===== config.mk =====
export PLATFORM = sky130hd
export DESIGN_NAME = seq_acc40
export DESIGN_NICKNAME = d
export VERILOG_FILES = /design/src/rtl/seq_acc40_pkg.sv /design/src/rtl/seq_acc40_adder.sv /design/src/rtl/seq_acc40.sv
export SDC_FILE = /design/constraint.sdc
export NUM_CORES = 1
export LEC_CHECK = 0
export CELL_PAD_IN_SITES_DETAIL_PLACEMENT = 1
export CELL_PAD_IN_SITES_GLOBAL_PLACEMENT = 2
export CORE_ASPECT_RATIO = 0.8
export CORE_MARGIN = 2
export CORE_UTILIZATION = 31
export DETAILED_ROUTE_END_ITERATION = 10
export GPL_TIMING_DRIVEN = 0
export PLACE_DENSITY = 0.78
export SYNTH_ARGS = -nofsm -noshare
export SYNTH_HDL_FRONTEND = slang
export SYNTH_SLANG_ARGS = --single-unit

===== constraint.sdc =====
create_clock -name clk -period 3.25 [get_ports clk]
set_clock_uncertainty 0.2 [all_clocks]
set_input_delay 0.325 -clock clk [delete_from_list [all_inputs] [get_ports clk]]
set_output_delay 0.325 -clock clk [all_outputs]
set_load 0.005 [all_outputs]

===== src/rtl/seq_acc40_pkg.sv =====
// Shared types and constants for the 40-bit frame accumulator (seq_acc40).
// Optional saturation is selected by macro SEQ_ACC40_SAT_EN in seq_acc40.sv.
package seq_acc40_pkg;

  localparam int DATA_W  = 32;
  localparam int ACC_W   = 40;
  localparam int GUARD_W = ACC_W - DATA_W;

  localparam logic [ACC_W-1:0] SAT_MAX = 40'hFF_FFFF_FFFF;

  typedef enum logic [1:0] {
    IDLE  = 2'd0,
    ACCUM = 2'd1,
    HOLD  = 2'd2
  } state_e;

endpackage


===== src/rtl/seq_acc40_adder.sv =====
// Combinational 40-bit adder with carry out; the carry is the accumulator's overflow indication.
module acc40_adder
  import seq_acc40_pkg::*;
(
  input  logic [ACC_W-1:0] a,
  input  logic [ACC_W-1:0] b,
  output logic [ACC_W-1:0] sum,
  output logic             cout
);

  assign {cout, sum} = {1'b0, a} + {1'b0, b};

endmodule


===== src/rtl/seq_acc40.sv =====
// Frame accumulator: sums N_OPS unsigned 32-bit operands into a 40-bit result with a sticky overflow flag.
// Define SEQ_ACC40_SAT_EN to clamp the sum at SAT_MAX on overflow instead of wrapping modulo 2^40.
module seq_acc40
  import seq_acc40_pkg::*;
#(
  parameter int N_OPS = 8
) (
  input  logic              clk,
  input  logic              rst_n,
  input  logic              in_valid,
  output logic              in_ready,
  input  logic [DATA_W-1:0] in_data,
  input  logic              in_clr,
  output logic              out_valid,
  input  logic              out_ready,
  output logic [ACC_W-1:0]  out_sum,
  output logic              out_ovf
);

  localparam int CNT_W = $clog2(N_OPS + 1);

  state_e             state_p0, state_n;
  logic [ACC_W-1:0]   acc_p0, acc_n;
  logic [CNT_W-1:0]   cnt_p0, cnt_n;
  logic               ovf_p0, ovf_n;
  logic               live_p0;
  logic               vld_p0;

  logic [ACC_W-1:0]   add_sum;
  logic               add_cout;
  logic [ACC_W-1:0]   acc_upd;
  logic               accept;
  logic               last_beat;

  acc40_adder u_add (
    .a    (acc_p0),
    .b    ({{GUARD_W{1'b0}}, in_data}),
    .sum  (add_sum),
    .cout (add_cout)
  );

`ifdef SEQ_ACC40_SAT_EN
  // Once the frame has overflowed the sum stays pinned at full scale.
  function automatic logic [ACC_W-1:0] sat_acc(input logic [ACC_W-1:0] sum, input logic ovf);
    return ovf ? SAT_MAX : sum;
  endfunction

  assign acc_upd = sat_acc(add_sum, add_cout | ovf_p0);
`else
  assign acc_upd = add_sum;
`endif

  // live_p0 keeps in_ready low until the first edge after reset release.
  assign in_ready  = live_p0 && (state_p0 != HOLD);
  assign accept    = in_valid && in_ready && !in_clr;
  assign last_beat = (cnt_p0 == CNT_W'(N_OPS - 1));

  always_comb begin
    state_n = state_p0;
    acc_n   = acc_p0;
    cnt_n   = cnt_p0;
    ovf_n   = ovf_p0;
    if (in_clr) begin
      state_n = IDLE;
      acc_n   = '0;
      cnt_n   = '0;
      ovf_n   = 1'b0;
    end else begin
      unique case (state_p0)
        IDLE: begin
          if (accept) begin
            acc_n   = {{GUARD_W{1'b0}}, in_data};
            cnt_n   = CNT_W'(1);
            ovf_n   = 1'b0;
            state_n = (N_OPS == 1) ? HOLD : ACCUM;
          end
        end
        ACCUM: begin
          if (accept) begin
            acc_n = acc_upd;
            cnt_n = cnt_p0 + CNT_W'(1);
            ovf_n = ovf_p0 | add_cout;
            if (last_beat) state_n = HOLD;
          end
        end
        HOLD: begin
          if (out_ready) begin
            state_n = IDLE;
            acc_n   = '0;
            cnt_n   = '0;
            ovf_n   = 1'b0;
          end
        end
        default: begin
          state_n = IDLE;
          acc_n   = '0;
          cnt_n   = '0;
          ovf_n   = 1'b0;
        end
      endcase
    end
  end

  // Stage p0: accumulator state register
  always_ff @(posedge clk or negedge rst_n) begin
    if (!rst_n) begin
      state_p0 <= IDLE;
      acc_p0   <= '0;
      cnt_p0   <= '0;
      ovf_p0   <= 1'b0;
      live_p0  <= 1'b0;
    end else begin
      state_p0 <= state_n;
      acc_p0   <= acc_n;
      cnt_p0   <= cnt_n;
      ovf_p0   <= ovf_n;
      live_p0  <= 1'b1;
    end
  end

  assign vld_p0    = (state_p0 == HOLD);
  assign out_valid = vld_p0;
  assign out_sum   = vld_p0 ? acc_p0 : '0;
  assign out_ovf   = vld_p0 & ovf_p0;

endmodule


==> flow_summary.ini, run 1 <==
[outcome]
outcome = finished clean

[pwr]
pwr_density_cell_mw_per_mm2 = 438
leakagePower_uw = 0.00249
peakVddDrop_mv = 0.226

[cts]
clockBufferDepth = 2
cts_made_buffers = 5
path_clk_slew_ps = 80
numClockSinks = 48
htree_levels = 2
clockRootBuffer = clkbuf_16
cts_tree = yes
clk-insertion-delay-late_ps = 310

[yosys]
synthCells = 536
synth_cell_types = 62
synthTopCellsByArea = dfrtp_1 28%, ha_1 9.5%, and2_1 6.4%
synthArstFlopShare_pct = 100
synth_fp_nets = 607
ys_warn_count = 0
synth.cell_area_mm2 = 0.00433
synth_largest_area_cell = dfrtp_1
syn_avg_cell_area_um2 = 8.08
synth_edf_count = 0
ys_ff_latch = 48
ys.flop_type = dfrtp_1
yosysSeqAreaShare_pct = 27.7
netlist.area_leader.share_pct = 27.7

[job]
maxCapViolCount = 0

[place]
hpwl_mm = 11.7
gp_congestion = 0.837
post_dp_cell_area_mm2 = 0.00536
placed_cells = 796
portBuffers = 79

[min_path]
min_path_type = input port to flip-flop
whs_endpoint = acc_p0[0]
min_path_cells = 3
hold_start = in_data[0]

[critical_path]
cp-start-kind = input port
r2r_end = acc_p0[20]
cp_max_fo = 4
reg2reg_depth = 12
worstSetupEndpointType = flip-flop
r2r_setup_slack_ps = 180
cp.required_ps = 3210
critPathKind = input port to flip-flop
arrival_ps = 3080
r2r-start = acc_p0[0]

[floorplan]
fp.dieW_um = 136
fp.dieArea_mm2 = 0.0149
io_pins = 80
die_height_um = 110
core-area_mm2 = 0.0136
rows = 38
start_util_pct = 31.9

[layout]
nNetsFinal = 697
diodes = 0
final_util_pct = 41.6
nFillCells = 1637
fin_cells = 807
drive_above_1_share_pct = 6.70
final_area_mm2 = 0.00566
regArea_mm2 = 0.00120
multiInputGateArea_mm2 = 0.00306
layout_commonest_cell = clkdlybuf4s50_1
final_cell_mix = 77 x clkdlybuf4s50_1, 56 x nand2_1, 48 x dfrtp_1
area_growth_syn_to_layout_pct = 30.6

[timing]
tns_ps = 0
drv_slew = 0
whs_ps = 217
min_period_ps = 3120
maxSlewHeadroom_pct = 34.2
tightestPinTransition_ps = 984
fmax_ghz = 0.321
timing.final.crit_share_pct = 95.9
setup_violations = 0
hold_viol = 0

[grt]
grt_max_degree = 33
grt_pass1_vias = 4422
grt_pass1_wl_mm = 24.2
grt_overflow = 0
grtUsageTotal_pct = 21.1
antenna_found_initial = 0

[drt]
drt-vias-per-instance = 5.37
dr_total_vias = 4332
antenna_left = 0
firstDrtPassIters = 4
route.detailed.wl_per_inst_um = 19.1
drt_first_iter_violations = 165
drc = 0
routed_wl_mm = 15.4
## synth_stat cells, drive strengths merged (2+ instances only)
master and number:
xor2 15, or2 3, a2bb2oi 2, nand2 56
a211oi 6, a21boi 3, nor2 35, o2111ai 2
nor2b 10, and3 11, a21oi 38, dfrtp 48
a31oi 11, buf 4, nor3 5, and2 44
nand4 9, xnor2 11, a21o 18, and4 3
clkbuf 25, o221ai 2, ha 33, or4 2
o22ai 3, mux2i 18, o21a 6, nand3 17
o211ai 3, inv 10, o31ai 9, o21ai 50
nand2b 3, a31o 3
## registers in the layout (all words and copies together), names as in the netlist
name,count
live_p0,1
state_p0,2
acc_p0,40
cnt_p0,4
ovf_p0,1
## metrics by stage
step	total power [uW]	setup slack (ps)
after floorplan	1460	388
after global placement	1740	-519
after CTS	2460	-10.5
after detailed placement	1770	-589
final	2480	135
after global routing	2630	-10.8
## power breakdown
group,internal (uW),switching (uW)
Sequential,667,62.2
Clock,387,276
Combinational,454,630
Total,1510,968
## critical path, stage by stage
cell and delay (ps):
clkdlybuf4s50_1 470, ha_1 310, a21oi_1 230, o21ai_2 150, o311ai_4 430, a31oi_1 230
nand2_1 160, nand2b_1 180, a21boi_0 280, xor2_1 210, o21ai_1 80
## cells by family after synthesis
| family | synth area share, % |
|---|---|
| buffers and inverters | 3.44 |
| DFF | 27.7 |
| muxes | 4.16 |
| adders and majority gates | 9.99 |
| AOI/OAI and AO/OA | 24.5 |
| xor gates and xnor gates | 5.26 |
| and+or+nand+nor | 24.9 |
| other | 0.0865 |
## area by class of cell
class / count / share of cell area [%]
Multi-Input combinational cell: 449 / 54.1
Sequential cell: 48 / 21.2
Timing Repair Buffer: 86 / 15.1
Tap cell: 180 / 3.98
Clock buffer: 6 / 2.45
Buffer: 26 / 1.81
Clock inverter: 2 / 0.685
Inverter: 10 / 0.663
## metal layers
metal / track usage [%] / part of all wire [%]
met5: 0 / 0
met4: 4.17 / 1.0
met3: 3.09 / 3.4
met2: 35.1 / 45
met1: 29.3 / 50
## worst max path at each step
stage                  to  cells after the start        from
3_5_place_dp   acc_p0[39]                     11  in_data[1]
6_report       acc_p0[23]                     11  in_data[1]
3_3_place_gp   acc_p0[29]                     11  in_data[1]
5_1_grt        acc_p0[26]                     12   acc_p0[0]
2_1_floorplan  acc_p0[26]                     12   acc_p0[0]
4_1_cts        acc_p0[26]                     13  in_data[0]
## what timing repair did
item,CTS,global route
setup buffers,2,3
hold endpoints to repair,16,0
gates resized for setup,7,12
endpoints found under the setup margin,44,35
hold buffers,1,0
pin swaps,2,7
Power figures use the tool's default switching activity.
==> run 2, diff against run 1 <==
--- a/config.mk
+++ b/config.mk
@@ -15,2 +15,3 @@
 export PLACE_DENSITY = 0.78
+export SKIP_CTS_REPAIR_TIMING = 1
 export SYNTH_ARGS = -nofsm -noshare
==> constraint.sdc (replaced) <==
create_clock -name clk -period 3.25 [get_ports clk]
set_clock_uncertainty 0.2 [all_clocks]
set_input_delay 0.4875 -clock clk [delete_from_list [all_inputs] [get_ports clk]]
set_output_delay 0.4875 -clock clk [all_outputs]
set_load 0.005 [all_outputs]
==> flow_summary.ini, run 2 (synthesized netlist as in run 1, its figures left out) <==
[pwr]
peakVddDrop_mv = 0.227
pwr_density_cell_mw_per_mm2 = 437
switching_share_pct = 39.2
switchingPower_uw = 994
p_comb_share_pct = 44.9
p_int_uw = 1540
leakagePower_uw = 0.00254
power_frac_seq_pct = 28.9
p_clk_share_pct = 26.3

[floorplan]
io_pins = 80
start_util_pct = 31.9
core-area_mm2 = 0.0136
fp.dieW_um = 136
die_height_um = 110
fp.dieArea_mm2 = 0.0149
rows = 38

[grt]
antenna_found_initial = 0
grt_pass1_wl_mm = 24.1
grtUsageTotal_pct = 21.0
grt_max_degree = 33
grt_pass1_vias = 4404
grt_overflow = 0

[cts]
numClockSinks = 48
clk-insertion-delay-late_ps = 310
cts_tree = yes
htree_levels = 2
cts_made_buffers = 5
clockBufferDepth = 2
path_clk_slew_ps = 80
clockRootBuffer = clkbuf_16

[outcome]
outcome = finished clean

[layout]
layout_commonest_cell = clkdlybuf4s50_1
reg_top3 = acc_p0: 40 flops, cnt_p0: 4 flops, state_p0: 2 flops
final_cell_mix = 74 x clkdlybuf4s50_1, 56 x nand2_1, 48 x dfrtp_1
nFillCells = 1622
regArea_mm2 = 0.00120
area_growth_syn_to_layout_pct = 34.2
final_util_pct = 42.7
diodes = 0
drive_above_1_share_pct = 9.86
regMostFlops = acc_p0
nNetsFinal = 699
largest_register_ffs = 40
multiInputGateArea_mm2 = 0.00319

[critical_path]
worstSetupEndpointType = flip-flop
cp_max_fo = 4
r2r-start = acc_p0[0]
critical_path.startpoint = in_data[6]
cp.required_ps = 3210
slowest_stage = o311ai_4
cp-start-kind = input port
cpPeakStageDelay_ps = 470
critPathKind = input port to flip-flop
arrival_ps = 3110
crit_chain = clkdlybuf4s50_1 -> ha_1 -> a211o_1 -> o311ai_4 -> a31oi_2 -> nand2_1 -> nand2b_1 -> a21boi_2 -> xor2_1 -> o21ai_1

[timing]
drv_slew = 0
maxSlewHeadroom_pct = 33.0
whs_ps = 282
fmax_ghz = 0.317
min_period_ps = 3150
tightestPinTransition_ps = 1000
timing.final.crit_share_pct = 97.0
hold_viol = 0
setup_violations = 0

[min_path]
hold_start = cnt_p0[3]
min_path_type = flip-flop to flip-flop

[drt]
routed_wl_mm = 15.7
dr_total_vias = 4341
drc = 0
firstDrtPassIters = 4
antenna_left = 0
drt_first_iter_violations = 148
route.detailed.wl_per_inst_um = 19.4
drt-vias-per-instance = 5.37

[place]
gp_congestion = 0.837
portBuffers = 79
hpwl_mm = 11.7

[job]
maxCapViolCount = 0
run 2: cell type report:
cell class	count	share of cell area (%)
Buffer	25	1.72
Inverter	10	0.646
Tap cell	180	3.87
Timing Repair Buffer	89	15.2
Clock inverter	2	0.667
Multi-Input combinational cell	449	54.8
Clock buffer	6	2.39
Sequential cell	48	20.7
run 2: stage by stage:
stage	cells	setup WS [ps]	power (uW)	instance area (um2)	TNS, ps
floorplan	536	265	1460	4330	0
global placement	795	-682	1740	5350	-22590
detailed placement	796	-751	1770	5360	-12310
CTS	804	-464	2440	5540	-12430
global route	809	-70.0	2690	5810	-211
finish	809	96.8	2540	5810	0
run 2: worst paths after layout:
path | to | slack [ps] | depth (start not counted)
max | acc_p0[23] | 100 | 10
min | cnt_p0[3] | 280 | 1
max reg2reg | acc_p0[26] | 100 | 12
min reg2reg | cnt_p0[3] | 280 | 1
max in group asynchronous | acc_p0[28] | 1810 | 3
min in group asynchronous | acc_p0[7] | 470 | 2
run 2: metal layers:
metal,global-route usage [%],share of wire (%),wire (um),vias up
li1,-,-,-,2116
met2,34.8,46,7150,72
met1,29.3,50,7850,2139
met3,3.09,3.0,466,14
met5,0,0,0,-
met4,4.09,1.3,204,0
run 2: worst max-delay path, delay by kind of cell:
kind / cells / cell delay [ps]
compound gates: 5 / 1290
xor+xnor: 1 / 200
fa+ha+maj: 1 / 360
buf+inv: 1 / 430
simple gates: 2 / 330
run 2: power by group through the flow:
stage	logic, uW	registers (uW)	clock network [uW]
global placement	997	738	0
CTS	1040	729	677
floorplan	746	717	0
finish	1140	733	666
global route	1260	743	692
detailed placement	1030	741	0
==> edit 1, RTL diff (config.mk and constraints of run 1) <==
Make the reset (`rst_n`) synchronous in one clocked block.
--- a/src/rtl/seq_acc40.sv
+++ b/src/rtl/seq_acc40.sv
@@ -102,7 +102,7 @@
   end
 
   // Stage p0: accumulator state register
-  always_ff @(posedge clk or negedge rst_n) begin
+  always_ff @(posedge clk) begin
     if (!rst_n) begin
       state_p0 <= IDLE;
       acc_p0   <= '0;
Behaviour: differs if rst_n is asserted again (counterexample within 4 cycles, from zero or initial values and one cycle with rst_n low); with rst_n held inactive, the same outputs for 4 cycles.
==> edit 1 against run 1 <==
  * Register-to-register slack better by 120 ps
  * Routed wire length increased by 8.3%
  * Setup slack worse by 20 ps
  * Critical path type unchanged
  * Sequential cell count did not move
  * Design area decreased by 2.0%
  * Highest routed layer unchanged
  * Die area hardly changed
  * Synthesized cell count increased by 8.4%
  * Synthesized area about the same
Power is not compared: it rests on default switching activity, and its combinational part moved more than twofold at a synthesized area within 25%.
==> edit 1: results (changes against run 1) <==
| Metric | Value |
|---|---|
| Layout cells sized above 1 | 7.04% (was 6.70%) |
| Number of global-route vias before repair | 4,843 (was 4,422) |
| Met1 usage | 32.3% (was 29.3%) |
| Crit Path Max Fanout | 6 (was 4) |
| First-pass GRT wire length | 26.5 mm (was 24.2 mm) |
| Post-place setup slack | -210 ps (was -589 ps) |
| Area leader, netlist | dfxtp_1 (was dfrtp_1) |
| Sequential area share after synthesis | 22.2% (was 27.7%) |
| Highest clock rate | 319 MHz (was 321 MHz) |
| CP max-delay cell | nor4_1 (was clkdlybuf4s50_1) |
| Hold Crit Class | reg2reg (was in2reg) |
| Layout net count | 738 (was 697) |
| Status | finished clean (unchanged) |
| Cell variety after synth | 69 (was 62) |
| Main synth FF type | dfxtp_1 (was dfrtp_1) |
| Synth cell count leaders | nor2_1 (64), a21oi_1 (59), dfxtp_1 (48), nand2_1 (48), and2_1 (42) (was nand2_1 (56), dfrtp_1 (48), o21ai_0 (47), and2_1 (44), a21oi_1 (38)) |
| Met3 wire len | 772 microns (was 520 microns) |
| Syn-to-layout area delta | 27.9% (was 30.6%) |
| Syn_area_per_cell | 7.46 sq um (was 8.08 sq um) |
| Xor and xnor fraction of the mapped netlist area | 5.45% (was 5.26%) |
| Top cells by area, synth | dfxtp_1 (22%), ha_1 (9.5%), a21oi_1 (6.8%) (was dfrtp_1 (28%), ha_1 (9.5%), and2_1 (6.4%)) |
| R2r setup slk | 300 ps (was 180 ps) |
| First DRT Iteration DRCs | 280 (was 165) |
| Metal-1 WL | 8.25 mm (was 7.77 mm) |
| # resized after CTS | 1 (was 7) |
| Dpl cells | 840 (was 796) |
| Fraction of synthesized area in multiplexers | 3.14% (was 4.16%) |
==> edit 1: final cells by class <==
type / instances / share of cell area [%]
Sequential cell: 48 / 17.3
Timing Repair Buffer: 79 / 14.3
Clock buffer: 5 / 2.26
Clock inverter: 3 / 0.835
Buffer: 31 / 2.77
Tap cell: 180 / 4.06
Multi-Input combinational cell: 492 / 57.8
Inverter: 10 / 0.677
==> edit 1: final timing paths <==
check / endpoint / depth (start not counted) / startpoint
max: acc_p0[37]$_SDFFE_PP0P_ / 10 / in_data[25]
min: ovf_p0$_SDFFE_PP0P_ / 1 / ovf_p0$_SDFFE_PP0P_
max reg2reg: acc_p0[37]$_SDFFE_PP0P_ / 10 / acc_p0[23]$_SDFFE_PP0P_
min reg2reg: ovf_p0$_SDFFE_PP0P_ / 1 / ovf_p0$_SDFFE_PP0P_
==> edit 2, RTL diff (flow settings as in run 1) <==
Made on the original files. Set the parameter `N_OPS` to 32 (it was 8).
--- a/src/rtl/seq_acc40.sv
+++ b/src/rtl/seq_acc40.sv
@@ -3,7 +3,7 @@
 module seq_acc40
   import seq_acc40_pkg::*;
 #(
-  parameter int N_OPS = 8
+  parameter int N_OPS = 32
 ) (
   input  logic              clk,
   input  logic              rst_n,
Formal check against the unedited RTL: not equivalent (a bounded check fails within 10 cycles, from zero or initial values and one cycle with rst_n low).
==> edit 2 against run 1 <==
  * Routed wire length shrank 6.7%
  * Sequential cell count grew 2
  * Cell count shrank 1.9%
  * Synthesized cell count shrank 4.3%
  * Total power shrank 7.6%
  * Critical path type is now reg2reg
  * Setup slack lost 220 ps
  * Critical endpoint is now acc_p0[34]$_DFFE_PN0P_
  * The flow now finishes with violations (negative setup slack)
  * Clock power shrank 6.3%
  * Combinational power shrank 13%
  * Synthesized area shrank 1.3%
  * Design area grew 0.40%
==> edit 2: results (changes against run 1) <==
| Metric | Value |
|---|---|
| Placed Area | 5310 sq um (was 5360 sq um) |
| Crit Path Max Fanout | 6 (was 4) |
| Met1 usage | 29.2% (was 29.3%) |
| Post-place setup slack | -788 ps (was -589 ps) |
| Fraction of synthesized area in multiplexers | 2.81% (was 4.16%) |
| RePlAce Congestion | 0.843 (was 0.837) |
| Fin cells | 792 (was 807) |
| Sequential area share after synthesis | 29.3% (was 27.7%) |
| Fraction of area in multi-input gates | 52.3% (was 54.1%) |
| Final setup violation count | 3 (was 0) |
| Failing checks | negative setup slack |
| Worst rel slew slack | 46.7% (was 34.2%) |
| Bufs w/o clock | 115 (was 112) |
| Dpl cells | 773 (was 796) |
| Final TNS setup | -208 ps (was 0 ps) |
| Largest net degree at the start of global routing | 32 (was 33) |
| Global Route met2 Usage | 32.1% (was 35.1%) |
| Layout cells sized above 1 | 8.99% (was 6.70%) |
| # fillers | 1,620 (was 1,637) |
| Combinational power share | 41.1% (was 43.8%) |
| Synth cell count leaders | o21ai_0 (57), dfrtp_1 (50), nand2_1 (46), and2_1 (43), a21oi_1 (38) (was nand2_1 (56), dfrtp_1 (48), o21ai_0 (47), and2_1 (44), a21oi_1 (38)) |
| Status | finished, violations left (was finished clean) |
| Post-Syn Nets | 584 (was 607) |
| Logic inverters | 11 (was 10) |
| Layout net count | 683 (was 697) |
| Data buffer area share | 18.1% (was 16.9%) |
| Top cells by area, synth | dfrtp_1 (29%), ha_1 (9.7%), o21ai_0 (6.7%) (was dfrtp_1 (28%), ha_1 (9.5%), and2_1 (6.4%)) |
| Cell variety after synth | 60 (was 62) |
| Dpl hpwl | 10.9 mm (was 11.7 mm) |
| Register area | 1250 sq um (was 1200 sq um) |
| Hold path startpoint | in_data[0] (unchanged) |
| Leakage power | 2.51 nW (was 2.49 nW) |
| CP Launch Point | acc_p0[0]$_DFFE_PN0P_ (was in_data[1]) |
| Worst Path Arrival | 3370 ps (was 3080 ps) |
| Power Dens Cells | 403 nW/um^2 (was 438 nW/um^2) |
| Reg-to-reg critical path endpoint | acc_p0[34]$_DFFE_PN0P_ (was acc_p0[20]$_DFFE_PN0P_) |
| Sequential power share | 31.7% (was 29.4%) |
| Final WS setup | -82.5 ps (was 135 ps) |
| Met3 Usage GRT | 2.60% (was 3.09%) |
| Worst hold slack | 222 ps (was 217 ps) |
| Final wirelength | 14.4 mm (was 15.4 mm) |
| First DRT Iteration DRCs | 130 (was 165) |
| Crit path kind | reg2reg (was in2reg) |
| Max stage delay on crit path | 530 ps (was 470 ps) |
| Synth Instances | 513 (was 536) |
| Top flop regs | acc_p0 x40, cnt_p0 x6, state_p0 x2 (was acc_p0 x40, cnt_p0 x4, state_p0 x2) |
| Worst VDD drop | 0.193 mV (was 0.226 mV) |
| CP max-delay cell | o41a_1 (was clkdlybuf4s50_1) |
[edit 2: kinds of logic (layout without fill, tap and decap cells)]
kind of cell    Yosys count  after routing
mux                      12             12
flops                    50             50
other cells               1              1
fa+ha+maj                34             34
buf+inv                  34            133
compound gates          179            179
xor+xnor                 29             29
simple gates            174            174
[edit 2: layer usage]
layer | up-vias | part of all wire [%] | wire length [microns]
met5 | - | 0 | 0
li1 | 2070 | - | -
met2 | 61 | 44 | 6380
met4 | 0 | 0.66 | 95
met1 | 2084 | 52 | 7500
met3 | 9 | 3.0 | 430
[edit 2: what timing repair did]
item	4_1_cts	5_1_grt
hold buffers	1	0
endpoints found under the setup margin	26	32
cloned	0	0
pin swaps	17	10
buffers inserted	9	2
hold endpoints to repair	19	0
resized for setup	17	16
[edit 2: critical path: cells and delay by family, from the launching register on]
kind / cells / cell delay (ps)
buffers and inverters: 1 / 50
DFF: 1 / 350
and+or+nand+nor: 4 / 770
AOI/OAI and AO/OA: 5 / 1360
adders and majority gates: 2 / 550
